**src/rtl/seq_shift_unit.sv**
```systemverilog
// seq_shift_unit: multi-cycle shift/rotate unit (SLL, SRL, SRA, ROL, ROR)
// that shifts STEP bit positions per cycle between valid/ready handshakes.
//
// Ports:
//   CLK, RST_N           clock, synchronous active-low reset
//   IN_VALID/IN_READY    operand handshake (A, B, MODE)
//   OUT_VALID/OUT_READY  result handshake (RESULT, FLAG_Z/N/C)
//
// Optional feature macro: FLAGS_EN (Z/N/C flag logic; flags tie to 0 if undefined)
module seq_shift_unit #(
    parameter  int Nbits = 8,
    parameter  int STEP  = 1,
    localparam int SHW   = $clog2(Nbits)
) (
    input  logic             CLK,
    input  logic             RST_N,
    input  logic             IN_VALID,
    output logic             IN_READY,
    input  logic [Nbits-1:0] A,
    input  logic [SHW-1:0]   B,
    input  logic [2:0]       MODE,
    output logic             OUT_VALID,
    input  logic             OUT_READY,
    output logic [Nbits-1:0] RESULT,
    output logic             FLAG_Z,
    output logic             FLAG_N,
    output logic             FLAG_C
);

    // One extra bit so a full-width STEP is representable.
    localparam int CW = SHW + 1;

    localparam logic [2:0] M_SLL = 3'b000;
    localparam logic [2:0] M_SRL = 3'b001;
    localparam logic [2:0] M_SRA = 3'b010;
    localparam logic [2:0] M_ROL = 3'b011;
    localparam logic [2:0] M_ROR = 3'b100;

    typedef enum logic [1:0] {
        S_IDLE,
        S_SHIFT,
        S_DONE
    } state_t;

    state_t           r_state;
    logic [Nbits-1:0] r_work;
    logic [Nbits-1:0] r_result;
    logic [SHW-1:0]   r_rem;
    logic [2:0]       r_mode;
    logic             r_in_ready;
    logic             r_out_valid;

    logic [CW-1:0]    w_s;
    logic [CW-1:0]    w_inv;
    logic [SHW-1:0]   w_rem_next;
    logic [Nbits-1:0] w_next;
    logic             w_reserved;
    logic             w_zero_op;
    logic             w_acc_done;
    logic             w_shift_done;

    // Step size this cycle: min(STEP, remaining).
    always_comb begin
        w_s = {1'b0, r_rem};
        if ({1'b0, r_rem} >= CW'(STEP)) begin
            w_s = CW'(STEP);
        end
    end

    assign w_inv      = CW'(Nbits) - w_s;
    assign w_rem_next = r_rem - w_s[SHW-1:0];

    always_comb begin
        w_next = r_work;
        unique case (r_mode)
            M_SLL:   w_next = r_work << w_s;
            M_SRL:   w_next = r_work >> w_s;
            // Arithmetic shift keeps the MSB, so it always equals latched A[Nbits-1].
            M_SRA:   w_next = $unsigned($signed(r_work) >>> w_s);
            M_ROL:   w_next = (r_work << w_s) | (r_work >> w_inv);
            M_ROR:   w_next = (r_work >> w_s) | (r_work << w_inv);
            default: w_next = r_work;
        endcase
    end

    // Reserved modes behave as a zero-length shift.
    assign w_reserved   = (MODE > M_ROR);
    assign w_zero_op    = (B == '0) || w_reserved;
    assign w_acc_done   = (r_state == S_IDLE) && IN_VALID && w_zero_op;
    assign w_shift_done = (r_state == S_SHIFT) && (w_rem_next == '0);

    always_ff @(posedge CLK) begin
        if (!RST_N) begin
            r_state     <= S_IDLE;
            r_work      <= '0;
            r_result    <= '0;
            r_rem       <= '0;
            r_mode      <= '0;
            r_in_ready  <= 1'b1;
            r_out_valid <= 1'b0;
        end else begin
            case (r_state)
                S_IDLE: begin
                    if (IN_VALID) begin
                        r_work     <= A;
                        r_rem      <= B;
                        r_mode     <= MODE;
                        r_in_ready <= 1'b0;
                        if (w_zero_op) begin
                            r_result    <= A;
                            r_out_valid <= 1'b1;
                            r_state     <= S_DONE;
                        end else begin
                            r_state <= S_SHIFT;
                        end
                    end
                end
                S_SHIFT: begin
                    r_work <= w_next;
                    r_rem  <= w_rem_next;
                    if (w_rem_next == '0) begin
                        r_result    <= w_next;
                        r_out_valid <= 1'b1;
                        r_state     <= S_DONE;
                    end
                end
                S_DONE: begin
                    if (OUT_READY) begin
                        r_out_valid <= 1'b0;
                        r_in_ready  <= 1'b1;
                        r_state     <= S_IDLE;
                    end
                end
                default: begin
                    r_out_valid <= 1'b0;
                    r_in_ready  <= 1'b1;
                    r_state     <= S_IDLE;
                end
            endcase
        end
    end

    assign IN_READY  = r_in_ready;
    assign OUT_VALID = r_out_valid;
    assign RESULT    = r_result;

`ifdef FLAGS_EN
    logic             r_z;
    logic             r_n;
    logic             r_c;
    logic [Nbits-1:0] w_hi_out;
    logic [Nbits-1:0] w_lo_out;
    logic [CW-1:0]    w_sm1;
    logic             w_cout;

    // Last bit leaving the word this step: work[Nbits-s] for left,
    // work[s-1] for right. Over the whole op this is A[Nbits-B] / A[B-1].
    assign w_sm1    = w_s - CW'(1);
    assign w_hi_out = r_work >> w_inv;
    assign w_lo_out = r_work >> w_sm1;
    assign w_cout   = ((r_mode == M_SLL) || (r_mode == M_ROL)) ?
                      w_hi_out[0] : w_lo_out[0];

    always_ff @(posedge CLK) begin
        if (!RST_N) begin
            r_z <= 1'b0;
            r_n <= 1'b0;
            r_c <= 1'b0;
        end else if (w_acc_done) begin
            r_z <= (A == '0);
            r_n <= A[Nbits-1];
            r_c <= 1'b0;
        end else if (w_shift_done) begin
            r_z <= (w_next == '0);
            r_n <= w_next[Nbits-1];
            r_c <= w_cout;
        end
    end

    assign FLAG_Z = r_z;
    assign FLAG_N = r_n;
    assign FLAG_C = r_c;
`else
    logic w_unused;
    assign w_unused = w_acc_done ^ w_shift_done;
    assign FLAG_Z   = 1'b0;
    assign FLAG_N   = 1'b0;
    assign FLAG_C   = 1'b0;
`endif

endmodule

```
**config.mk**
```make
export PLATFORM = sky130hd
export DESIGN_NAME = seq_shift_unit
export DESIGN_NICKNAME = d
export VERILOG_FILES = /design/src/rtl/seq_shift_unit.sv
export SDC_FILE = /design/constraint.sdc
export NUM_CORES = 1
export LEC_CHECK = 0
export ABC_AREA = 1
export CORE_UTILIZATION = 35
export CTS_CLUSTER_SIZE = 40
export DETAILED_ROUTE_END_ITERATION = 10
export PLACE_DENSITY_LB_ADDON = 0.2
export SLEW_MARGIN = 0
export SYNTH_ARGS = -nofsm -noshare
export SYNTH_HDL_FRONTEND = slang
export SYNTH_SLANG_ARGS = --single-unit
```
**constraint.sdc**
```tcl
create_clock -name CLK -period 1.76 [get_ports CLK]
set_input_delay 0.352 -clock CLK [delete_from_list [all_inputs] [get_ports CLK]]
set_output_delay 0.352 -clock CLK [all_outputs]
set_load 0.005 [all_outputs]
```
# After elaboration in Yosys (flattened, before gate mapping)
# Cells that the tools add are included.
# word_totals
register_bits	26
inputBits	18
elab_cells	64
output_inout_bits	13
# op_classes
reduce_logical	12
n_shift	5
n_eq_ne	10
mux	23
n_addsub	2
magnitude_cmp	2
bitwise_logic	3
# ops
cell	count
case mux 8 bit (5 select lines)	1
two-way mux 8 bit	4
case mux 8 bit (2 select lines)	2
bitwise OR 8 bit	2
<< shifter 8 x 4 -> 8 bit	2
right shift 8 x 4 -> 8 bit	2
logical NOT 3 bit	3
two-way mux 2 bit	4
AND reduction 4 bit	2
>>> shifter 8 x 4 -> 8 bit	1
equality test 3 x 2 -> 1 bit (second input constant)	2
two-way mux 1 bit	6
two-way mux 3 bit	2
inequality test 2 bit (second input constant)	3
case mux 1 bit (3 select lines)	2
case mux 2 bit (3 select lines)	1
case mux 3 bit (2 select lines)	1
AND reduction 3 bit	2
AND reduction 2 bit	2
subtractor 4 bit (first input constant)	1
equality test 3 x 1 -> 1 bit (second input constant)	1
equality test 3 bit (second input constant)	1
greater-or-equal comparator 3 x 1 -> 1 bit (second input constant)	1
greater-than comparator 3 bit (second input constant)	1
8 further kinds	8

# Logic depth before layout (Yosys ltp)
# depth
ltp_word	8
depth_mapped	16
mapped_depth_nobuf	16

# Worst setup path after synthesis
# No wires, ideal clock.
# synth_path
kind	register -> register
start	reg r_rem[1]
end	reg r_work[5]
synth_period_minus_slack_ps	1802
t_arrival_ps	1693
slack_ps	-42
path_stages_with_launch	16
required_time_ps	1651
path_buffers	0
setup_time_ps	109
path_cell_list	dfxtp_1 > nor2_8 > nand2_4 > inv_1 > ha_1 > inv_1 > nand3_1 > nand2_1 > nand2_1 > nand2_1 > nand2_1 > nand2_1 > nand2_1 > nand3_1 > nand2_1 > inv_1
# synth_between
elab_chain_cells	7
elab_cells_between_ends	12
classes_between	1 x add/sub; 1 x order compare; 5 x shift; 3 x mux; 2 x bitwise
# synth_lines
element	line_no	source
from (decl)	48	logic [SHW-1:0] r_rem;
from (signal assigned)	120	r_rem <= w_rem_next;
greater-or-equal comparator 3 x 1 -> 1 bit	65	if ({1'b0, r_rem} >= CW'(STEP)) begin
two-way mux 3 bit (*)	65	
subtractor 4 bit	70	assign w_inv = CW'(Nbits) - w_s;
<< shifter 8 x 4 -> 8 bit / right shift 8 x 4 -> 8 bit (equally long branches)	81, 80	
bitwise OR 8 bit, on equally long branches	81, 80	
case mux 8 bit (5 select lines) (*)	75	unique case (r_mode)
case mux 8 bit (2 select lines) (*)	102	case (r_state)
to (signal assigned)	119	r_work <= w_next;
to (decl)	46	logic [Nbits-1:0] r_work;
# Every way passes the cells marked *; elsewhere a longest branch is shown, timed or not.
# A chain may end at the register's enable or synchronous reset.

# Worst setup path after layout
# layout_path
start	reg r_rem[2]
end	reg r_result[7] (netlist: RESULT[7])
# layout_between
elab_chain_cells	8
elab_cells_between_ends	17
classes_between	2 x add/sub; 1 x order compare; 1 x eq/ne; 5 x shift; 4 x mux; 2 x bitwise; 2 x reduce/logical
# layout_lines
element	line_no	source
greater-or-equal comparator 3 x 1 -> 1 bit	65	
two-way mux 3 bit	65	
subtractor 4 bit	70	
<< shifter 8 x 4 -> 8 bit / right shift 8 x 4 -> 8 bit (equally long branches)	81, 80	
bitwise OR 8 bit, on equally long branches	81, 80	
case mux 8 bit (5 select lines)	75	
two-way mux 8 bit	121	if (w_rem_next == '0) begin
case mux 8 bit (2 select lines)	102	
to (signal assigned)	122	r_result <= w_next;
to (decl)	47	logic [Nbits-1:0] r_result;
# Several ways; a longest one is shown, not always the timed one. The select of a mux whose other input is x is not followed.

==> results.toml <==
[power]
p_switching_mw = 1.28
totalPowerFinal_mw = 2.88
p_seq_share_pct = 27.6
p_leak_nw = 1.33
p_per_area_nw_per_um2 = 1150
intPower_mw = 1.60
clkPwrFrac_pct = 13.4
pwr-share-comb_pct = 59.1
switching_share_pct = 44.6
ir_drop_mv = 0.595

[sta]
slew_violations = 0
tightest_slew_ns = 0.617
hold_viol = 0
fin_setup_tns_ns = 0
worst_slack_ns = 0.105
rsz0062_at_grt = "true"
setup_viol = 0
period_needed_ns = 1.65
holdWs_ns = 0.473
fin_skew_ns = 0.00365
fmax_mhz = 604
relSlewSlack_pct = 58.8
finalCritPeriodShare_pct = 94.0

[synthesis]
yosys.area.top_type_share_pct = 27.0
synthTopCellsByArea = "dfxtp_1 (27%), nand2_1 (20%), nand3_1 (10%)"
syn_avg_cell_area_um2 = 5.68
yosys_register_bits = 26
synth_seq_area_share_pct = 27.0
synth_warnings = 0
synth_cells = 340
yosysTopAreaCell = "dfxtp_1"
ys_types = 29
synth_area_um2 = 1930

[setup_path]
cp_data_required_time_ns = 1.94
worstSetupStartpointType = "register"
ff2ff_path_depth = 15
crit_fanout = 3
crit_path_end_kind = "register"
crit_type = "register to register"
timing.critical_path.arrival_ns = 1.83

[clock_network]
postCtsHoldBufs = 0
cts_tree = "done"
root_buffer = "clkbuf_8"
clock_latency_ns = 0.27
htreeDepth = 1
clk_pin_slew_ns = 0.09
cts_inserted_buffers = 3
cts_buffer_depth = 2
cts_sinks = 26

[min_path]
hold_depth = 2
min_path_type = "register to register"

[finish]
area_growth_pct = 29.9
nets = 401
final_cell_mix = "nand2_1 (97), inv_1 (48), nor2_1 (37), nand3_1 (33), clkdlybuf4s50_1 (27)"
insertedDiodeCount = 0
layout_commonest_cell = "nand2_1"
layout-drive-gt1-share_pct = 15.5

[flow_run]
drv_cap = 0

[grt]
grt_pass1_wl_mm = 9.12
antenna_found_initial = 0
grt_overflow_total = 0
grt_pass1_vias = 1975
grt_use_total_pct = 18.9
grt_max_degree = 21

[drt]
avgRoutedWirePerCell_um = 11.5
drc = 0
vias = 2157
dr.first_iter.drc_count = 206
dr.pass1.iters = 4
ant_nets = 0
viasPerCell = 4.79
wirelength_mm = 5.17

[floorplanning]
rows = 26
die_w_um = 76.3
ios = 31
dieHeight_um = 76.3
core_area_um2 = 5200
initial_core_util_pct = 37.1
dieArea_um2 = 5820

[placed_design]
gp_congestion = 0.903
hpwl_mm = 3.89
port_buffers = 27
pre_cts_ws_ns = -0.0941

[outcome]
status = "finished clean"
[registers in the layout, indices dropped and copies added, names as in the netlist]
| name | count |
|---|---|
| r_rem | 3 |
| r_state | 2 |
| OUT_VALID | 1 |
| IN_READY | 1 |
| RESULT | 8 |
| r_work | 8 |
| r_mode | 3 |
[layer usage]
metal / global-route usage, % / vias up / routed length, um
met5: 0 / - / 0
met4: 4.62 / 0 / 70
met3: 2.28 / 10 / 295
met2: 29.5 / 59 / 2300
met1: 27.3 / 951 / 2510
li1: - / 1137 / -
[Yosys cell counts]
cell,count
a21boi_0,1
a21oi_1,14
a31oi_1,3
buf_2,1
buf_4,4
buf_6,1
clkbuf_1,5
conb_1,2
dfxtp_1,26
ha_1,2
inv_1,52
inv_2,4
nand2_1,103
nand2_2,7
nand2_4,1
nand3_1,40
nand3b_1,1
nand4_1,2
nor2_1,38
nor2_2,2
nor2_4,1
nor2_8,1
nor3_1,1
o211ai_1,2
o21ai_0,22
o21ai_1,1
o221ai_1,1
o31ai_1,1
or2_1,1
[area by class of cell]
class                           instances  area, um2
Tap cell                               70       87.6
Fill cell                             572       2700
Timing Repair Buffer                   45        413
Multi-Input combinational cell        249       1210
Sequential cell                        26        528
Inverter                               56        216
Clock buffer                            4       55.1
[power by group through the flow]
| stage | combinational (mW) | sequential [mW] | clock (mW) |
|---|---|---|---|
| floorplan | 1.07 | 0.795 | 0 |
| global placement | 1.56 | 0.803 | 0 |
| detailed placement | 1.56 | 0.803 | 0 |
| CTS | 1.58 | 0.791 | 0.401 |
| global route | 1.94 | 0.811 | 0.435 |
| finish | 1.70 | 0.794 | 0.385 |
[critical path, stage by stage (launching register included)]
cell and delay, ns:
dfxtp_4 0.37, nor2_8 0.12, nand2_4 0.06, inv_4 0.06, ha_4 0.20, buf_6 0.13, nand3_2 0.07, nand2_2 0.07
nand2_1 0.06, nand2_1 0.05, nand2_1 0.05, nand2_1 0.06, nand2_2 0.07, nand3_1 0.08, nand2_1 0.09, inv_1 0.03
[path summary, 6_finish.rpt]
path              from         to  slack (ns)
max reg2reg   r_rem[2]  RESULT[7]        0.11
max           r_rem[2]  RESULT[7]        0.11
min reg2reg  OUT_VALID  OUT_VALID        0.47
min          OUT_VALID  OUT_VALID        0.47
[stage by stage]
step / area, um2 / utilization [%] / cells
2_1_floorplan: 1940 / - / 342
3_3_place_gp: 2360 / 45.4 / 445
3_5_place_dp: 2360 / 45.4 / 445
4_1_cts: 2430 / 46.7 / 449
5_1_grt: 2510 / 48.2 / 450
6_report: 2510 / 48.2 / 450
[repair_timing]
| action | 4_1_cts | 5_1_grt |
|---|---|---|
| buffers inserted | 0 | 1 |
| endpoints found under the setup margin | 3 | 14 |
| resized for setup | 2 | 22 |
| pin swaps | 0 | 5 |
[cells by family after synthesis]
logic type	after synthesis	synth area share [%]
AND/OR/NAND/NOR	198	44.5
other	2	0.389
buffers and inverters	67	14.3
adder cells (fa/ha/maj)	2	1.30
AO/OA/AOI/OAI	45	12.6
flip-flops	26	27.0
No activity file was read; power rests on OpenSTA's default activity.
==> variant, RTL diff (config.mk and constraints unchanged) <==
The parameter `Nbits` goes from 8 to 16.
--- a/src/rtl/seq_shift_unit.sv
+++ b/src/rtl/seq_shift_unit.sv
@@ -9,5 +9,5 @@
 // Optional feature macro: FLAGS_EN (Z/N/C flag logic; flags tie to 0 if undefined)
 module seq_shift_unit #(
-    parameter  int Nbits = 8,
+    parameter  int Nbits = 16,
     parameter  int STEP  = 1,
     localparam int SHW   = $clog2(Nbits)
Ports: changed (resized A, B and RESULT); port bits go from 31 to 48. No check against the original RTL was run, so the function may have changed too.
==> variant against the original RTL <==
- the run now ends with negative setup slack left
- first-iteration DRC count rose by 92%
- sequential share of layout area fell by 3.7 points
- critical path type unchanged
- cell area rose by 99%
- non-clock buffer count rose by 67
- combinational power rose to 4.9 times the old value
- wire length rose by 130%
- sequential power rose by 110%
- core utilization rose by 5.4 points
- largest cell class unchanged
- synthesized area rose by 76%
- power rose to 3.7 times the old value
- sequential cell count rose by 17
- synthesized cell count rose by 76%
- setup slack got worse by 0.35 ns
==> variant: results (changes against the original RTL) <==
Run status
  • Outcome: finished with violations
  • Failing checks: negative setup slack

Layout
  • Final-stage net count: 726 (+81%)
  • FILL cells: 966 (+69%)
  • Share of cells above drive strength 1: 0.273 (+0.118)
  • ANT cells: 0 (unchanged)

Yosys
  • Sequential-to-total area share from yosys stat: 0.254 (-0.0156)
  • Adder-Cell Fraction of Synth Area: 0.0111 (-0.00189)
  • Synth cell count leaders: nand2_1, nand3_1, inv_1
  • Synth Area in XOR/XNOR: 0.00258 (+0.00258)
  • Synth cell types: 33 (+14%)
  • Post-synthesis compound-gate area fraction: 0.121 (-0.00465)

STA
  • Final worst slack: -0.248 ns (-0.353 ns)
  • Endpoints failing setup: 34 (+34)
  • Clk_skew: 0.00714 ns (+0.00349 ns)
  • Setup TNS: -6.23 ns (-6.23 ns)

Global routing
  • Vias in the first global route: 3803 (+93%)
  • Total GRT Usage: 0.241 (+0.0520)
  • Largest net degree at the start of global routing: 36 (+71%)

Power
  • Worst VDD drop: 1130 uV (+91%)
  • Leakage dissipation: 0.00258 uW (+94%)

Critical path
  • Worst-path fanout max: 6 (+3)
  • Critical path arrival: 2.22 ns (+0.39 ns)
  • Slowest stage delay, CP: 0.34 ns (-0.03 ns)
  • Slowest-stage cell, CP: dfxtp_2
  • Top cell family by delay on the critical path: simple AND/OR/NAND/NOR gates

Route
  • Pre-Repair DR Iteration Count: 5 (+1)
  • Starting DRC count in detailed routing: 396 (+92%)
  • Routed len/inst: 14.7 um (+28%)
  • Via count: 4169 (+93%)

Place
  • Final RePlAce weighted congestion: 1.01 (+12%)
  • DPL Wire Length: 8720 um (+120%)
  • I/O Buffers: 44 (+63%)

Clock network
  • Worst-skew pair later-pin latency: 0.30 ns (+0.03 ns)
  • H-Tree Level Count: 2 (+1)
  • Num CTS Buffers: 5 (+2)
==> variant: stage by stage <==
stage	std cells	instance area, um2	worst slack [ns]	hold WS, ns
after floorplan	600	3450	-0.411	0.456
after global placement	804	4360	-0.372	0.458
after detailed placement	804	4360	-0.409	0.461
after CTS	822	4730	-0.248	0.475
after global routing	825	5000	-0.351	0.516
final	825	5000	-0.248	0.488
==> variant: report_power, final <==
group	switching (uW)	total [uW]	internal (uW)
sequential	276	1690	1420
clock	358	717	358
combinational	4970	8350	3380
total	5600	10800	5150
==> variant: path summary, 6_finish.rpt <==
kind	cells after the start	to
worst max-delay path	14	RESULT[2]
worst min-delay path	2	OUT_VALID
worst max register to register	14	RESULT[2]
worst min register to register	2	OUT_VALID
==> variant: worst register-to-register path, cell delays in order (launching register included) <==
cell,delay (ns)
dfxtp_2,0.34
nor2_4,0.13
nand2_4,0.07
clkinv_4,0.05
buf_4,0.10
ha_4,0.23
buf_6,0.15
nor2_4,0.24
nand2_2,0.08
nand3_2,0.07
a21oi_2,0.04
o21bai_1,0.20
nand3_1,0.11
nand2_1,0.07
inv_1,0.04
==> variant: cell type report <==
class	instances	area, um2	area share
multi-input combinational	419	2360	0.472
timing repair buffer	112	1040	0.209
sequential	43	868	0.174
inverter	113	449	0.0899
tap	129	161	0.0323
clock buffer	6	93.8	0.0188
timing repair inverter	2	12.5	0.00250
clock inverter	1	7.51	0.00150
==> variant: layer usage <==
layer / up-vias / part of all wire / track usage
li1: 2078 / - / -
met3: 17 / 0.060 / 0.0292
met4: 0 / 0.014 / 0.0647
met5: - / 0 / 0
met2: 144 / 0.45 / 0.370
met1: 1930 / 0.48 / 0.353
==> variant: timing repair <==
item / in CTS / in global routing
resized for setup: 51 / 64
buffers inserted: 7 / 3
pin swaps: 25 / 35
cloned: 4 / 1
setup endpoints to repair: 35 / 35
